==> src/rtl/channel_control_unit.sv <==
// Device-side bus-and-tag control unit: answers selection for DEVICE_ADDR, takes a command, moves bytes to/from AXI-Stream.
// Latency 3 aclk tag-to-response; service_in is withheld while an m_axis byte awaits tready, s_axis is pulled one byte at a time.
module channel_control_unit #(
    parameter logic [7:0] DEVICE_ADDR = 8'h10
) (
    input  logic       aclk,
    input  logic       aresetn,
    input  logic [7:0] bus_out,
    input  logic       operational_out,
    input  logic       select_out,
    input  logic       hold_out,
    input  logic       address_out,
    input  logic       command_out,
    input  logic       service_out,
    input  logic       suppress_out,
    output logic [7:0] bus_in,
    output logic       operational_in,
    output logic       select_in,
    output logic       address_in,
    output logic       status_in,
    output logic       service_in,
    output logic       request_in,
    output logic [7:0] m_axis_tdata,
    output logic       m_axis_tvalid,
    input  logic       m_axis_tready,
    input  logic [7:0] s_axis_tdata,
    input  logic       s_axis_tvalid,
    output logic       s_axis_tready,
    input  logic       s_axis_tlast,
    output logic [7:0] command,
    output logic       command_strobe
);

    typedef enum logic [3:0] {
        IDLE, SEL, ADDR, CMD, ISTAT, ISTAT_W, DATA, DATA_W, ESTAT, ESTAT_W
    } state_t;

    logic unused_suppress;
    assign unused_suppress = suppress_out;

    logic [5:0] tag_raw;
    logic [5:0] sync1_q, sync1_d, sync2_q, sync2_d;
    assign tag_raw = {operational_out, select_out, hold_out, address_out, command_out, service_out};

    logic op_s, sel_s, hold_s, addr_s, cmd_s, svc_s;
    assign {op_s, sel_s, hold_s, addr_s, cmd_s, svc_s} = sync2_q;

    state_t     state_q, state_d;
    logic       match_q, match_d;
    logic       op_in_q, op_in_d;
    logic       sel_in_q, sel_in_d;
    logic       addr_in_q, addr_in_d;
    logic       stat_in_q, stat_in_d;
    logic       serv_in_q, serv_in_d;
    logic [7:0] bus_in_q, bus_in_d;
    logic [7:0] command_q, command_d;
    logic       strobe_q, strobe_d;
    logic [7:0] m_tdata_q, m_tdata_d;
    logic       m_tvalid_q, m_tvalid_d;
    logic       s_tready_q, s_tready_d;
    logic       end_q, end_d;
    logic       tlast_q, tlast_d;

    always_ff @(posedge aclk) begin
        if (!aresetn) begin
            sync1_q    <= '0;
            sync2_q    <= '0;
            state_q    <= IDLE;
            match_q    <= 1'b0;
            op_in_q    <= 1'b0;
            sel_in_q   <= 1'b0;
            addr_in_q  <= 1'b0;
            stat_in_q  <= 1'b0;
            serv_in_q  <= 1'b0;
            bus_in_q   <= '0;
            command_q  <= '0;
            strobe_q   <= 1'b0;
            m_tdata_q  <= '0;
            m_tvalid_q <= 1'b0;
            s_tready_q <= 1'b0;
            end_q      <= 1'b0;
            tlast_q    <= 1'b0;
        end else begin
            sync1_q    <= sync1_d;
            sync2_q    <= sync2_d;
            state_q    <= state_d;
            match_q    <= match_d;
            op_in_q    <= op_in_d;
            sel_in_q   <= sel_in_d;
            addr_in_q  <= addr_in_d;
            stat_in_q  <= stat_in_d;
            serv_in_q  <= serv_in_d;
            bus_in_q   <= bus_in_d;
            command_q  <= command_d;
            strobe_q   <= strobe_d;
            m_tdata_q  <= m_tdata_d;
            m_tvalid_q <= m_tvalid_d;
            s_tready_q <= s_tready_d;
            end_q      <= end_d;
            tlast_q    <= tlast_d;
        end
    end

    always_comb begin
        sync1_d    = tag_raw;
        sync2_d    = sync1_q;
        state_d    = state_q;
        match_d    = match_q;
        op_in_d    = op_in_q;
        sel_in_d   = 1'b0;
        addr_in_d  = addr_in_q;
        stat_in_d  = stat_in_q;
        serv_in_d  = serv_in_q;
        bus_in_d   = bus_in_q;
        command_d  = command_q;
        strobe_d   = 1'b0;
        m_tdata_d  = m_tdata_q;
        m_tvalid_d = m_tvalid_q && !m_axis_tready;
        s_tready_d = 1'b0;
        end_d      = end_q;
        tlast_d    = tlast_q;

        // Selective reset clears the channel side only; a held m_axis byte survives it.
        if (!op_s) begin
            state_d   = IDLE;
            match_d   = 1'b0;
            op_in_d   = 1'b0;
            addr_in_d = 1'b0;
            stat_in_d = 1'b0;
            serv_in_d = 1'b0;
            bus_in_d  = '0;
        end else begin
            case (state_q)
                IDLE: begin
                    if (addr_s) match_d = (bus_out == DEVICE_ADDR);
                    if (sel_s && hold_s && match_q) begin
                        op_in_d = 1'b1;
                        match_d = 1'b0;
                        state_d = SEL;
                    end else begin
                        sel_in_d = sel_s;
                    end
                end
                SEL: begin
                    if (!sel_s) begin
                        op_in_d = 1'b0;
                        state_d = IDLE;
                    end else if (!addr_s) begin
                        bus_in_d  = DEVICE_ADDR;
                        addr_in_d = 1'b1;
                        state_d   = ADDR;
                    end
                end
                ADDR: begin
                    if (cmd_s) begin
                        command_d = bus_out;
                        strobe_d  = 1'b1;
                        addr_in_d = 1'b0;
                        bus_in_d  = '0;
                        state_d   = CMD;
                    end
                end
                CMD: begin
                    if (!cmd_s) begin
                        bus_in_d  = (command_q == 8'h00) ? 8'h0C : 8'h00;
                        stat_in_d = 1'b1;
                        state_d   = ISTAT;
                    end
                end
                ISTAT: begin
                    if (svc_s || cmd_s) begin
                        stat_in_d = 1'b0;
                        state_d   = ISTAT_W;
                    end
                end
                ISTAT_W: begin
                    if (!svc_s && !cmd_s) begin
                        bus_in_d = '0;
                        if (command_q == 8'h00) begin
                            op_in_d = 1'b0;
                            state_d = IDLE;
                        end else begin
                            state_d = DATA;
                        end
                    end
                end
                DATA: begin
                    // A channel stop takes priority over a concurrent service_out.
                    if (cmd_s) begin
                        serv_in_d = 1'b0;
                        end_d     = 1'b1;
                        state_d   = DATA_W;
                    end else if (serv_in_q && svc_s) begin
                        serv_in_d = 1'b0;
                        state_d   = DATA_W;
                        if (command_q[0]) begin
                            m_tdata_d  = bus_out;
                            m_tvalid_d = 1'b1;
                            end_d      = 1'b0;
                        end else begin
                            end_d = tlast_q;
                        end
                    end else if (!serv_in_q) begin
                        if (command_q[0]) begin
                            serv_in_d = !m_tvalid_q;
                        end else if (s_axis_tvalid) begin
                            s_tready_d = 1'b1;
                            bus_in_d   = s_axis_tdata;
                            tlast_d    = s_axis_tlast;
                            serv_in_d  = 1'b1;
                        end
                    end
                end
                DATA_W: begin
                    if (!svc_s && !cmd_s) begin
                        if (end_q) begin
                            bus_in_d  = 8'h0C;
                            stat_in_d = 1'b1;
                            state_d   = ESTAT;
                        end else begin
                            state_d = DATA;
                        end
                    end
                end
                ESTAT: begin
                    if (svc_s || cmd_s) begin
                        stat_in_d = 1'b0;
                        state_d   = ESTAT_W;
                    end
                end
                ESTAT_W: begin
                    if (!svc_s && !cmd_s) begin
                        op_in_d  = 1'b0;
                        bus_in_d = '0;
                        end_d    = 1'b0;
                        state_d  = IDLE;
                    end
                end
                default: state_d = IDLE;
            endcase
        end
    end

    assign bus_in         = bus_in_q;
    assign operational_in = op_in_q;
    assign select_in      = sel_in_q;
    assign address_in     = addr_in_q;
    assign status_in      = stat_in_q;
    assign service_in     = serv_in_q;
    assign request_in     = 1'b0;
    assign m_axis_tdata   = m_tdata_q;
    assign m_axis_tvalid  = m_tvalid_q;
    assign s_axis_tready  = s_tready_q;
    assign command        = command_q;
    assign command_strobe = strobe_q;

endmodule

==> config.mk <==
export PLATFORM = sky130hd
export DESIGN_NAME = channel_control_unit
export DESIGN_NICKNAME = d
export VERILOG_FILES = /design/src/rtl/channel_control_unit.sv
export SDC_FILE = /design/constraint.sdc
export NUM_CORES = 1
export LEC_CHECK = 0
export CAP_MARGIN = 10
export CORE_UTILIZATION = 40
export CTS_CLUSTER_DIAMETER = 100
export DETAILED_ROUTE_END_ITERATION = 8
export DONT_BUFFER_PORTS = 1
export GPL_ROUTABILITY_DRIVEN = 1
export PLACE_DENSITY = 0.65
export SLEW_MARGIN = 20
export SYNTH_ARGS = -nofsm -noshare
export SYNTH_HDL_FRONTEND = slang
export SYNTH_SLANG_ARGS = --single-unit
==> constraint.sdc <==
create_clock -name aclk -period 3.02 [get_ports aclk]
set_clock_uncertainty 0.15 [all_clocks]
set_input_delay 0.755 -clock aclk [delete_from_list [all_inputs] [get_ports aclk]]
set_output_delay 0.755 -clock aclk [all_outputs]
set_load 0.02 [all_outputs]
==> flow_summary.yaml <==
logic_synthesis:
  netlist_instances: 261
  synth_flop_cell: "dfxtp_1"
  synth_cell_types: 49
  synthesis.nets: 289
  synth.avg_cell_area_um2: 9.06
  mappedNetlistArea_um2: 2360
  synth_seq_cells: 51
  synth_warnings: 0
  synth_area_leaders: "dfxtp_1 43%, mux2i_1 11%, nor2_1 4.8%"
  synth-edff-count: 0
  synth_top_area_cell: "dfxtp_1"
  synth_commonest_cells: "51 x dfxtp_1, 30 x nor2_1, 27 x mux2i_1, 14 x nand2_1, 13 x and2_1"
  synthArstFlopShare: 0
  netlist.area_leader.share: 0.432
  synth_most_common_cell: "dfxtp_1"
  ys_seq_area_frac: 0.432
clock_network:
  cts_tree: "yes"
  cts_setup_buffers: 0
  cts.path.max_buffers: 2
  cts_resized: 0
  cts-root-buf: "clkbuf_8"
  cts_hold_buf: 0
  cts_htree_levels: 2
  clock_latency_ns: 0.30
  path_clk_slew_ns: 0.09
  cts_sinks: 51
  numCtsBuffers: 5
floorplan:
  design.portCount: 61
  die_area_um2: 6220
  die_width_um: 78.9
  start_util: 0.421
  rows: 27
  die_height_um: 78.9
  core_um2: 5610
drt:
  viasPerCell: 5.66
  wire_per_inst_um: 15.6
  drt_iter0_drc: 115
  ant_nets: 0
  wl_um: 5090
  vias: 1852
  drc: 0
  drt_pass1_iterations: 4
layout:
  multi_input_area_um2: 1200
  nets: 282
  drive_above_1_share: 0.0745
  seq_area_um2: 1020
  syn_to_final_growth_pct: 6.93
  antennaDiodeCount: 0
  fillers: 572
  design_area_um2: 2530
sta:
  worstMarginPinSlew_ns: 0.644
  fin_crit_ns: 2.23
  hold_viol_final: 0
  setup_tns_ns: 0
  rsz0062_at_grt: "no"
  setup_viol: 0
  timing.final.crit_share: 0.738
  slew_headroom: 0.565
  finalMaxSlewViolations: 0
  max_freq_mhz: 449
grt:
  grt_pass1_vias: 1663
  grt_pass1_wl_um: 8180
  antenna_found_initial: 0
  grt_max_degree: 22
  overflow: 0
  grtUsageTotal: 0.169
setup_path:
  r2r-end: "bus_in[6]$_SDFFE_PN0P_"
  regToRegStartpoint: "state_q[1]$_SDFFE_PN0P_"
  crit_path_end_kind: "flop"
  r2r_setup_slack_ns: 0.79
  reg2reg_depth: 5
  critPathMaxFanout: 12
  setup.worst_path.start: "state_q[1]$_SDFFE_PN0P_"
  cp_data_arrival_time_ns: 2.26
  required_ns: 3.05
  crit_type: "flop to flop"
  startpoint_type: "flop"
run_status:
  status: "completed"
hold_path:
  hp-start: "sync1_q[1]$_SDFF_PN0_"
  min_to: "sync2_q[1]$_SDFF_PN0_"
  hold_depth: 1
  hold_class: "flop to flop"
power:
  p_leak_nw: 0.956
  p_per_area_nw_per_um2: 501
  ir_worst_vdd_mv: 0.270
placed_design:
  place.gp.congestion: 0.864
  numPortBuffers: 0
  placed_area_um2: 2390
  hpwl_um: 3680
job:
  drv_cap: 0
[worst max-delay path, cell delays in order (launching register included)]
cell and delay (ns):
dfxtp_1 0.59, buf_4 0.23, or3b_1 0.37, a211o_1 0.35
o2111a_1 0.25, mux2i_1 0.16
[cell families (layout without fill, tap and decap cells)]
kind of cell,Yosys count,count (layout),share of synthesized area
other,1,1,0.00159
AND/OR/NAND/NOR,106,106,0.246
multiplexers,27,27,0.114
buffers and inverters,29,23,0.0619
AO/OA/AOI/OAI,46,46,0.141
flip-flops,51,51,0.432
XOR/XNOR,1,1,0.00371
[per-stage QoR]
stage	hold slack [ns]	instances	power, mW	util	setup slack [ns]
after floorplan	0.262	261	0.722	-	1.07
after global placement	0.265	319	0.727	0.426	0.714
after detailed placement	0.268	319	0.727	0.426	0.697
after CTS	0.288	327	1.28	0.451	0.803
after global routing	0.307	327	1.31	0.451	0.667
final	0.288	327	1.27	0.451	0.792
[registers in the layout, indices dropped and copies added (netlist names), 4 cells and up]
| name | cells |
|---|---|
| bus_in | 8 |
| command | 8 |
| m_axis_tdata | 8 |
| sync1_q | 6 |
| sync2_q | 6 |
| state_q | 4 |
[routing by layer]
layer	up-vias	global-route usage	part of all wire
met5	-	0	0
met2	59	0.270	0.47
met4	0	0.0655	0.021
met3	7	0.0483	0.065
met1	870	0.215	0.44
li1	916	-	-
[worst max path at each step]
stage                                         to  cells after the start
after floorplan           bus_in[0]$_SDFFE_PN0P_                      5
after global placement    bus_in[6]$_SDFFE_PN0P_                      4
after detailed placement  bus_in[6]$_SDFFE_PN0P_                      4
after CTS                 bus_in[6]$_SDFFE_PN0P_                      5
after global routing      bus_in[4]$_SDFFE_PN0P_                      5
final                     bus_in[6]$_SDFFE_PN0P_                      5
[power breakdown]
group / switching, mW / total (mW) / internal, mW
Sequential: 0.00574 / 0.685 / 0.679
Combinational: 0.0159 / 0.0262 / 0.0103
Clock: 0.225 / 0.555 / 0.330
[cell usage in the layout (no fill, tap or decap), types with 2 or more instances in the layout]
master and n:
o21a_1 3, inv_1 9, bufinv_16 2, a221oi_1 2, buf_4 6, nand3b_1 3
nand2_1 14, nor4_1 3, nand4_1 4, a32oi_1 3, dfxtp_1 51, nand2b_1 2
mux2i_1 27, and2_1 13, or4b_1 2, o21ai_0 6, a41oi_1 4, a311oi_1 4
nor3_1 2, a21oi_1 10, nor2b_1 5, clkbuf_8 5, a31oi_1 2, nor2_1 30
nor4b_1 3, a21o_1 3, and3_1 5, a22o_1 2, nand3_1 10
[final cells by class]
class                   count  area share
clock buffers               5      0.0272
clock inverters             3      0.0267
inverters                   9      0.0134
multi-input cells         181       0.475
flip-flops and latches     51       0.404
well taps                  72      0.0356
repair buffers              6      0.0178
Power figures use the tool's default switching activity.
